### src/rtl/ifu_fetch_ctl.sv
// Two-wide IFU fetch controller: issues aligned 8-byte I-cache requests, splits
// responses into up to two instructions, and discards responses made stale by a redirect.
module ifu_fetch_ctl #(
  parameter int unsigned     PC_W     = 64,
  parameter int unsigned     INST_W   = 32,
  parameter logic [PC_W-1:0] RESET_PC = PC_W'(64'h1c00_0000)
) (
  input  logic              clk,
  input  logic              rst_n,
  input  logic              redirect_valid,
  input  logic [PC_W-1:0]   redirect_pc,
  input  logic              deu_ib2_val,
  input  logic              deu_ib3_val,
  output logic              ic_req_valid,
  input  logic              ic_req_ready,
  output logic [PC_W-1:0]   ic_req_pc,
  input  logic              ic_resp_valid,
  input  logic [63:0]       ic_resp_data,
  output logic              ifu_i0_valid,
  output logic [PC_W-1:0]   ifu_i0_pc,
  output logic [INST_W-1:0] ifu_i0_inst,
  output logic              ifu_i1_valid,
  output logic [PC_W-1:0]   ifu_i1_pc,
  output logic [INST_W-1:0] ifu_i1_inst
);

  localparam int unsigned LINE_BYTES = 8;
  localparam int unsigned WORD_BYTES = 4;

  typedef enum logic [1:0] {
    S_REQ  = 2'd0,
    S_WAIT = 2'd1,
    S_DROP = 2'd2
  } state_t;

  state_t          state, state_n;
  logic [PC_W-1:0] fetch_pc;
  logic [PC_W-1:0] line_pc;
  logic            out_pend;
  logic            req_fire;
  logic            load;
  logic            unused;

  // Ib3 only matters to the buffer; redirect targets are word aligned.
  assign unused = ^{deu_ib3_val, redirect_pc[1:0]};

  assign line_pc      = {fetch_pc[PC_W-1:3], 3'b000};
  assign ic_req_pc    = line_pc;
  // A request needs guaranteed room: ib2 free and no delivery still on the slots.
  assign ic_req_valid = rst_n & (state == S_REQ) & ~out_pend & ~deu_ib2_val & ~redirect_valid;
  assign req_fire     = ic_req_valid & ic_req_ready;
  assign load         = (state == S_WAIT) & ic_resp_valid & ~redirect_valid;

  always_ff @(posedge clk or negedge rst_n) begin
    if (!rst_n) begin
      state <= S_REQ;
    end else begin
      state <= state_n;
    end
  end

  always_comb begin
    state_n = state;
    case (state)
      S_REQ:   if (req_fire) state_n = S_WAIT;
      S_WAIT:  begin
        if (ic_resp_valid)       state_n = S_REQ;
        else if (redirect_valid) state_n = S_DROP;
      end
      S_DROP:  if (ic_resp_valid) state_n = S_REQ;
      default: state_n = S_REQ;
    endcase
  end

  always_ff @(posedge clk or negedge rst_n) begin
    if (!rst_n) begin
      fetch_pc <= RESET_PC;
    end else if (redirect_valid) begin
      fetch_pc <= {redirect_pc[PC_W-1:2], 2'b00};
    end else if (load) begin
      fetch_pc <= line_pc + PC_W'(LINE_BYTES);
    end
  end

  // Output slots are valid for exactly one cycle after a kept response.
  always_ff @(posedge clk or negedge rst_n) begin
    if (!rst_n) begin
      out_pend     <= 1'b0;
      ifu_i0_valid <= 1'b0;
      ifu_i1_valid <= 1'b0;
      ifu_i0_pc    <= '0;
      ifu_i1_pc    <= '0;
      ifu_i0_inst  <= '0;
      ifu_i1_inst  <= '0;
    end else begin
      out_pend     <= load;
      ifu_i0_valid <= load;
      ifu_i1_valid <= load & ~fetch_pc[2];
      if (load) begin
        ifu_i0_pc   <= fetch_pc;
        ifu_i1_pc   <= fetch_pc + PC_W'(WORD_BYTES);
        ifu_i0_inst <= fetch_pc[2] ? INST_W'(ic_resp_data[63:32]) : INST_W'(ic_resp_data[31:0]);
        ifu_i1_inst <= INST_W'(ic_resp_data[63:32]);
      end
    end
  end

endmodule

### config.mk
export PLATFORM = sky130hd
export DESIGN_NAME = ifu_fetch_ctl
export DESIGN_NICKNAME = d
export VERILOG_FILES = /design/src/rtl/ifu_fetch_ctl.sv
export SDC_FILE = /design/constraint.sdc
export NUM_CORES = 1
export LEC_CHECK = 0
export ABC_AREA = 0
export BUFFER_PORTS_ARGS = -buffer_cell sky130_fd_sc_hd__buf_2
export CORE_ASPECT_RATIO = 1.75
export CORE_MARGIN = 5
export CORE_UTILIZATION = 52
export DETAILED_ROUTE_END_ITERATION = 10
export GPL_TIMING_DRIVEN = 0
export MAX_ROUTING_LAYER = met4
export PLACE_DENSITY = 0.92
export SLEW_MARGIN = 20
export SYNTH_ARGS = -nofsm -noshare
export SYNTH_HDL_FRONTEND = slang
export SYNTH_SLANG_ARGS = --single-unit
### constraint.sdc
create_clock -name clk -period 3.1 [get_ports clk]
set_input_delay 0 -clock clk [delete_from_list [all_inputs] [get_ports clk]]
set_output_delay 0 -clock clk [all_outputs]
set_load 0.05 [all_outputs]
==> results of run 1 <==
-- registers in the layout, indices dropped and copies added (netlist names) --
register / cells
ifu_i1_valid: 1
ifu_i0_inst: 32
ifu_i0_pc: 62
state: 2
ifu_i1_inst: 32
out_pend: 1
fetch_pc: 62
ifu_i1_pc: 62
-- layer usage --
metal / global-route usage (%) / part of all wire (%) / vias to the layer above / wire [um]
li1: - / - / 5992 / -
met2: 67.6 / 49 / 1134 / 28200
met3: 8.62 / 9.5 / 381 / 5510
met4: 31.5 / 9.7 / 0 / 5610
met1: 42.8 / 32 / 6804 / 18500
met5: - / 0 / - / 0
-- synth_stat cells (4+ instances only) --
| cell | n |
|---|---|
| buf_1 | 6 |
| nor2b_1 | 5 |
| a211o_1 | 4 |
| a21oi_1 | 45 |
| a21o_1 | 6 |
| nand3_1 | 44 |
| and2_1 | 8 |
| buf_2 | 37 |
| mux2_2 | 8 |
| o211ai_1 | 4 |
| and3_1 | 10 |
| or4_1 | 15 |
| a31oi_1 | 8 |
| nand4b_1 | 4 |
| xor2_1 | 47 |
| mux2i_1 | 45 |
| xnor2_1 | 42 |
| nor2_1 | 82 |
| nor3_1 | 15 |
| dfrtp_1 | 251 |
| and4_1 | 12 |
| o21ai_0 | 94 |
| nand4_1 | 49 |
| or3_1 | 10 |
| inv_1 | 7 |
| clkbuf_1 | 66 |
| nor4_1 | 29 |
| buf_4 | 70 |
| nand2_1 | 419 |
-- worst reg2reg max path: cells and delay by family (launching register included) --
| family | cells | cell delay, ns |
|---|---|---|
| compound gates | 1 | 0.10 |
| flops | 1 | 0.54 |
| buf+inv | 1 | 0.22 |
| simple gates | 3 | 1.88 |
| xor+xnor | 1 | 0.19 |
-- layout make-up --
| cell class | count | area share, % |
|---|---|---|
| Multi-Input combinational cell | 1043 | 32.1 |
| Antenna cell | 3 | 0.0425 |
| Buffer | 179 | 5.69 |
| Clock buffer | 30 | 3.76 |
| Inverter | 7 | 0.149 |
| Sequential cell | 254 | 36.0 |
| Clock inverter | 13 | 1.41 |
| Timing Repair Buffer | 518 | 18.7 |
| Tap cell | 312 | 2.21 |
-- cells in the final DEF, fill, tap and decap left out, drive strengths merged, types with 3 or more instances in the layout --
cell,synthesis,routed
nor3,16,16
inv,7,8
xnor2,42,42
a2bb2oi,3,3
clkbuf,67,97
nor4,32,32
nand2,419,419
clkinv,0,3
nor2,82,82
conb,1,7
and2,9,9
dfrtp,251,251
a22oi,3,3
xor2,47,47
mux2,8,8
a31oi,8,8
nor2b,5,5
a211o,4,4
a21oi,45,45
and3,10,10
or4,17,17
dfstp,3,3
dlygate4sd3,0,130
o21ai,95,95
bufinv,0,7
diode,0,3
nand4b,4,4
mux2i,45,45
o211ai,4,4
and4,14,14
nand4,51,51
or3,11,11
a21o,6,6
buf,113,500
nand3,45,45
-- worst paths after layout --
kind	end	slack (ns)	depth (start not counted)
setup / recovery	fetch_pc[51]	0.03	6
hold / removal	ifu_i0_pc[9]	0.01	2
setup reg to reg	fetch_pc[51]	0.03	6
hold reg to reg	ifu_i1_pc[44]	0.47	2
max in group asynchronous	ifu_i0_pc[45]	1.79	4
min in group clk	fetch_pc[3]	0.20	4
-- where the power goes --
group / switching (uW) / internal, uW / total, uW
clock: 1410 / 2110 / 3520
combinational: 3960 / 1190 / 5150
sequential: 522 / 4020 / 4540
-- logic make-up (layout without fill, tap and decap cells) --
logic type / after synthesis / in the layout / share of synthesized area, %
other cells: 1 / 10 / 0.0289
mux: 53 / 53 / 4.16
simple gates: 721 / 721 / 25.6
flops: 254 / 254 / 49.0
xor+xnor: 89 / 89 / 6.01
buf+inv: 187 / 747 / 7.80
fa+ha+maj: 2 / 2 / 0.193
compound gates: 171 / 171 / 7.23
-- repair_timing --
item	CTS	global route
hold buffers	130	0
pin swaps	0	1
gates resized for setup	9	25
hold endpoints to repair	218	0
buffers inserted	0	3
endpoints found under the setup margin	128	135
-- through the flow --
| stage | util, % | setup TNS, ns | cells | total power, uW |
|---|---|---|---|---|
| floorplan | - | 0 | 1484 | 7990 |
| global placement | 62.2 | -625.91 | 2179 | 9270 |
| detailed placement | 62.5 | -23.51 | 2181 | 9390 |
| CTS | 71.5 | 0 | 2354 | 13000 |
| global route | 71.8 | 0 | 2357 | 13600 |
| finish | 71.8 | 0 | 2359 | 13200 |
==> metrics.md, run 1 <==
| Metric | Value |
|---|---|
| Synth top area cells | `dfrtp_1, nand2_1, buf_4, o21ai_0, mux2i_1` |
| FP Rows | `76` |
| Initial Util | `52.7%` |
| DR pass1 iterations | `6` |
| Clock edge transition at the registers on the reported setup and hold paths | `0.07 ns` |
| Final WS setup | `0.0269 ns` |
| Filler Cells Inserted | `1627` |
| Clk root buf | `clkbuf_16` |
| Fin. max-slew vios | `0` |
| Hold Violations, Final | `0` |
| Die Y | `219 um` |
| Mapped Cells | `1478` |
| Routed vias | `14311` |
| Top cell family by delay on the critical path | `simple AND/OR/NAND/NOR gates` |
| Fmax | `325 MHz` |
| Reg2reg start | `fetch_pc[28]` |
| Vias per cell | `6.07` |
| IO Count | `394` |
| Detail Route Antenna Nets | `0` |
| Die ar. | `28300 um^2` |
| PwrDens | `747 nW/um^2` |
| Final setup violating endpoints | `0` |
| Status | `finished clean` |
| Total gr overflow | `0` |
| First-pass GRT wire length | `86700 um` |
| Worst Setup SP | `fetch_pc[28]` |
| Final wirelength | `57800 um` |
| DP Wirelength | `38100 um` |
| #FFs+latches synth | `254` |
| Seq/Total Area, Yosys | `49.0%` |
| Critical Path, Cell by Cell | `buf_2 -> nand4_1 -> or4_1 -> nor4_1 -> xnor2_1 -> o21ai_0` |
| Kind of critical path | `flip-flop to flip-flop` |
| Die width | `129 um` |
| WHS | `0.0112 ns` |
| Worst-path fanout max | `10` |
| Initial antenna violation count | `1` |
| EDFF count, synth | `0` |
| Vias in the first global route | `15179` |
| Fin area | `17700 um^2` |
| Peak supply drop | `0.586 mV` |
| CORE AREA | `24600 um^2` |
| Post-synth ARST share | `100%` |
| Yosys warnings | `0` |
| CTS tree | `yes` |
| TritonCTS buffer count | `24` |
| Buf+Inv Stages, Crit Path | `1` |
| Place WS | `-0.446 ns` |
| Period minus WS final | `3.07 ns` |
| Clk sinks | `254` |
| Least-Margin Pin Slew | `1.15 ns` |
| CP startpoint kind | `flip-flop` |
| Worst EP arrival | `3.48 ns` |
| Post-Synthesis Cell Area | `13000 um^2` |
| RSZ-0062 raised after global routing | `false` |
| WP data required | `3.51 ns` |
| Syn avg cell area | `8.78 um^2` |
| Area of the multi-input gates | `5670 um^2` |
| Cell area after placement | `15400 um^2` |
| Register area | `6360 um^2` |
| Remaining DRCs | `0` |
| Hold Path Class | `primary input to asynchronous set/reset pin` |
| Worst slew margin | `22.7%` |
| Initial DRC Count | `1396` |
| Largest net degree at the start of global routing | `92` |
| Overall global routing resource usage | `41.3%` |
| Clk_skew | `0.0196 ns` |
| Worst-skew pair later-pin latency | `0.55 ns` |
| CP max stage cell | `nor4_1` |
| Area leader, netlist | `dfrtp_1` |
| Leak | `0.00881 uW` |
| Wire per inst | `24.5 um` |
| Crit-path max cell delay | `0.87 ns` |
| Area fraction of the dominant cell type after synthesis | `48.4%` |
| Most used DFF post-synth | `dfrtp_1` |
| Layout cell share with drive strength beyond 1 | `28.6%` |
| Longest Clk Path Bufs | `3` |
| GPL Wtd Cong | `1.02` |
| Tcrit/Tclk final | `99.1%` |
| Area Overhead vs Synth | `36.2%` |
| Fin nets | `2164` |
| H-tree levels | `1` |
| Unique masters post-synth | `52` |
| Max cap viols | `0` |
| CP endpoint kind | `flip-flop` |
| Port Buffers | `383` |
No activity file was read; power rests on OpenSTA's default activity.
==> inputs of run 2 (changes only) <==
- ABC_AREA: 0 -> 1
- CORE_UTILIZATION: 52 -> 53
==> metrics.md, run 2 <==
| Metric | Value |
|---|---|
| Final setup violating endpoints | `2 (+2)` |
| Final WS setup | `-0.0383 ns (-0.0652 ns)` |
| Final wirelength | `75400 um (+30%)` |
| CP startpoint kind | `flip-flop` |
| Kind of critical path | `flip-flop to flip-flop` |
| Period minus WS final | `3.14 ns (+0.0652 ns)` |
| Fmax | `319 MHz (-2.1%)` |
| Worst EP arrival | `3.56 ns (+0.08 ns)` |
| Total gr overflow | `0 (unchanged)` |
| Worst slew margin | `19.8% (-2.9 points)` |
| Remaining DRCs | `0 (unchanged)` |
| Max cap viols | `0 (unchanged)` |
| Status | `complete, but fails checks` |
| Mapped Cells | `1775 (+20%)` |
| Leak | `0.00952 uW (+8.1%)` |
| Setup bufs post-CTS | `0 (unchanged)` |
| Reg2reg start | `fetch_pc[2]` |
| Unique masters post-synth | `47 (-9.6%)` |
| Seq/Total Area, Yosys | `46.6% (-2.4 points)` |
| Commonest cells after routing, fill and taps aside | `nand2_1, buf_2, dfrtp_1, nor2_1, dlygate4sd3_1` |
| Detail Route Antenna Nets | `0 (unchanged)` |
| WHS | `0.0152 ns (+0.00402 ns)` |
| Longest Clk Path Bufs | `3 (unchanged)` |
| Area leader, netlist | `dfrtp_1` |
| Filler Cells Inserted | `1735 (+6.6%)` |
| Vias in the first global route | `17539 (+16%)` |
| Most frequent cell after synthesis | `nand2_1` |
| Syn avg cell area | `7.70 um^2 (-12%)` |
| IO Count | `394 (unchanged)` |
| Hold Violations, Final | `0 (unchanged)` |
| Worst-path fanout max | `10 (unchanged)` |
| PwrDens | `730 nW/um^2 (-2.3%)` |
| Yosys warnings | `0 (unchanged)` |
| Fin area | `18500 um^2 (+4.8%)` |
| Initial Util | `53.9% (+1.2 points)` |
| RSZ-0062 raised after global routing | `false` |
| Area of the multi-input gates | `5910 um^2 (+4.2%)` |
| R2R cell count | `5 (-1)` |
| Reg2reg setup slack | `-0.04 ns (-0.07 ns)` |
| Die width | `131 um (+1.5%)` |
| #FFs+latches synth | `254 (unchanged)` |
| DP Wirelength | `50400 um (+32%)` |
| H-tree levels | `1 (unchanged)` |
| Clk sinks | `254 (unchanged)` |
| Clk_skew | `0.0181 ns (-0.00145 ns)` |
| Worst-skew pair later-pin latency | `0.56 ns (about the same)` |
| Initial antenna violation count | `4 (+3)` |
| Routed vias | `16966 (+19%)` |
| TritonCTS buffer count | `25 (+4.2%)` |
| Peak supply drop | `0.636 mV (+8.6%)` |
| Most common cell after layout, fill and taps aside | `nand2_1` |
| Wire per inst | `28.0 um (+14%)` |
| Total chip power | `13500 uW (+2.4%)` |
| Clock edge transition at the registers on the reported setup and hold paths | `0.07 ns (about the same)` |
| Layout cell share with drive strength beyond 1 | `25.4% (-3.2 points)` |
| EDFF count, synth | `0 (unchanged)` |
| Cell area after placement | `16100 um^2 (+4.4%)` |
| Most instantiated cells after synthesis | `nand2_1, dfrtp_1, nor2_1` |
| Hold Path Class | `primary input to asynchronous set/reset pin` |
| Overall global routing resource usage | `51.3% (+10 points)` |
| WP data required | `3.53 ns (+0.02 ns)` |
| CTS tree | `yes` |
| GPL Wtd Cong | `1.04 (+2.4%)` |
| Post-synth ARST share | `100% (unchanged)` |
| Fin. max-slew vios | `0 (unchanged)` |
| Fin nets | `2491 (+15%)` |
| Synth top area cells | `dfrtp_1, nand2_1, nor2_1, inv_1, buf_4` |
| FP Rows | `77 (+1.3%)` |
| DR pass1 iterations | `6 (unchanged)` |
| Setup TNS Final | `-0.0718 ns (-0.0718 ns)` |
| Die Y | `222 um (+1.5%)` |
| Biggest regs | `fetch_pc x62, ifu_i0_pc x62, ifu_i1_pc x62` |
| Initial DRC Count | `2193 (+57%)` |
| Least-Margin Pin Slew | `1.20 ns (+0.0530 ns)` |
| Area Overhead vs Synth | `35.7%` |
| Port Buffers | `383 (unchanged)` |
| Clk root buf | `clkbuf_16` |
| Area fraction of the dominant cell type after synthesis | `46.0% (-2.4 points)` |
| CORE AREA | `25300 um^2 (+2.9%)` |
| First-pass GRT wire length | `110000 um (+27%)` |
| Register area | `6360 um^2 (unchanged)` |
| Tcrit/Tclk final | `101% (+2.1 points)` |
| Most used DFF post-synth | `dfrtp_1` |
| CP endpoint kind | `flip-flop` |
| Largest net degree at the start of global routing | `102 (+11%)` |
| Final core occ | `73.2% (+1.4 points)` |
| Die ar. | `29200 um^2 (+3.1%)` |
| Post-Synthesis Cell Area | `13700 um^2 (+5.3%)` |
| Failing checks | `setup timing` |
| Worst reg2reg path endpoint | `ifu_i0_inst[30]` |
| Vias per cell | `6.30 (+3.9%)` |
## run 2: cell types whose count changed after synthesis, moves of 23 or more
cell	previous run	this run
mux2i_1	45	0
nor4_1	29	0
xnor2_1	42	2
nand3_1	44	102
xor2_1	47	11
nor2_1	82	203
nand2_1	419	530
nor2_2	0	23
o211ai_1	4	62
clkbuf_1	66	31
inv_1	7	147
## run 2: logic make-up after synthesis
group                      Yosys count  share of synthesized area (%)
AOI/OAI and AO/OA                  246                           11.0
xor gates and xnor gates            13                          0.833
adders and majority gates            2                          0.183
buffers and inverters              293                           10.4
DFF                                254                           46.6
other                                1                         0.0275
and+or+nand+nor                    966                           31.0
## run 2: worst max path at each step
stage	from	endpoint	slack (ns)
CTS	fetch_pc[3]	ifu_i1_pc[50]	0.18
detailed placement	fetch_pc[3]	ifu_i1_pc[50]	0.18
floorplan	fetch_pc[4]	fetch_pc[63]	1.35
finish	fetch_pc[2]	ifu_i0_inst[30]	-0.04
global route	state[0]	fetch_pc[13]	0.003
global placement	rst_n	ifu_i0_inst[22]	-2.46
## run 2: metrics by stage
stage               worst slack [ns]  std cells
floorplan                       1.35       1781
global placement               -2.46       2480
detailed placement             0.184       2482
CTS                            0.182       2688
global route                 0.00273       2692
finish                       -0.0383       2692
## run 2: repair_timing
| action | CTS | global route |
|---|---|---|
| endpoints found under the hold margin | 381 | 0 |
| resized for setup | 0 | 8 |
| endpoints found under the setup margin | 0 | 7 |
| hold buffers | 161 | 0 |
## run 2: area by class of cell
class	instances	area share, %
Tap cell	316	2.13
Clock inverter	10	0.587
Inverter	158	3.20
Sequential cell	254	34.3
Antenna cell	4	0.0540
Clock buffer	35	3.95
Buffer	135	4.48
Multi-Input combinational cell	1234	31.9
Timing Repair Buffer	546	19.4
## run 2: layer usage
layer	global-route usage (%)	wire, um	up-vias
li1	-	-	6841
met1	50.3	22500	7782
met2	81.2	34900	1712
met3	13.5	8140	631
met4	48.9	9830	0
met5	-	0	-
## run 2: critical path: stages, from the launching register on
cell and delay (ns):
dfrtp_1 0.50, inv_1 0.12, clkbuf_1 0.71, buf_1 0.82, o211ai_1 0.23, dlygate4sd3_1 0.63
## run 2: where the power goes
group	leakage, uW	total [uW]	internal (uW)	switching [uW]
sequential	0.00322	4720	4040	678
clock	0.000414	3280	1820	1470
combinational	0.00589	5530	1370	4170
total	0.00952	13500	7220	6310
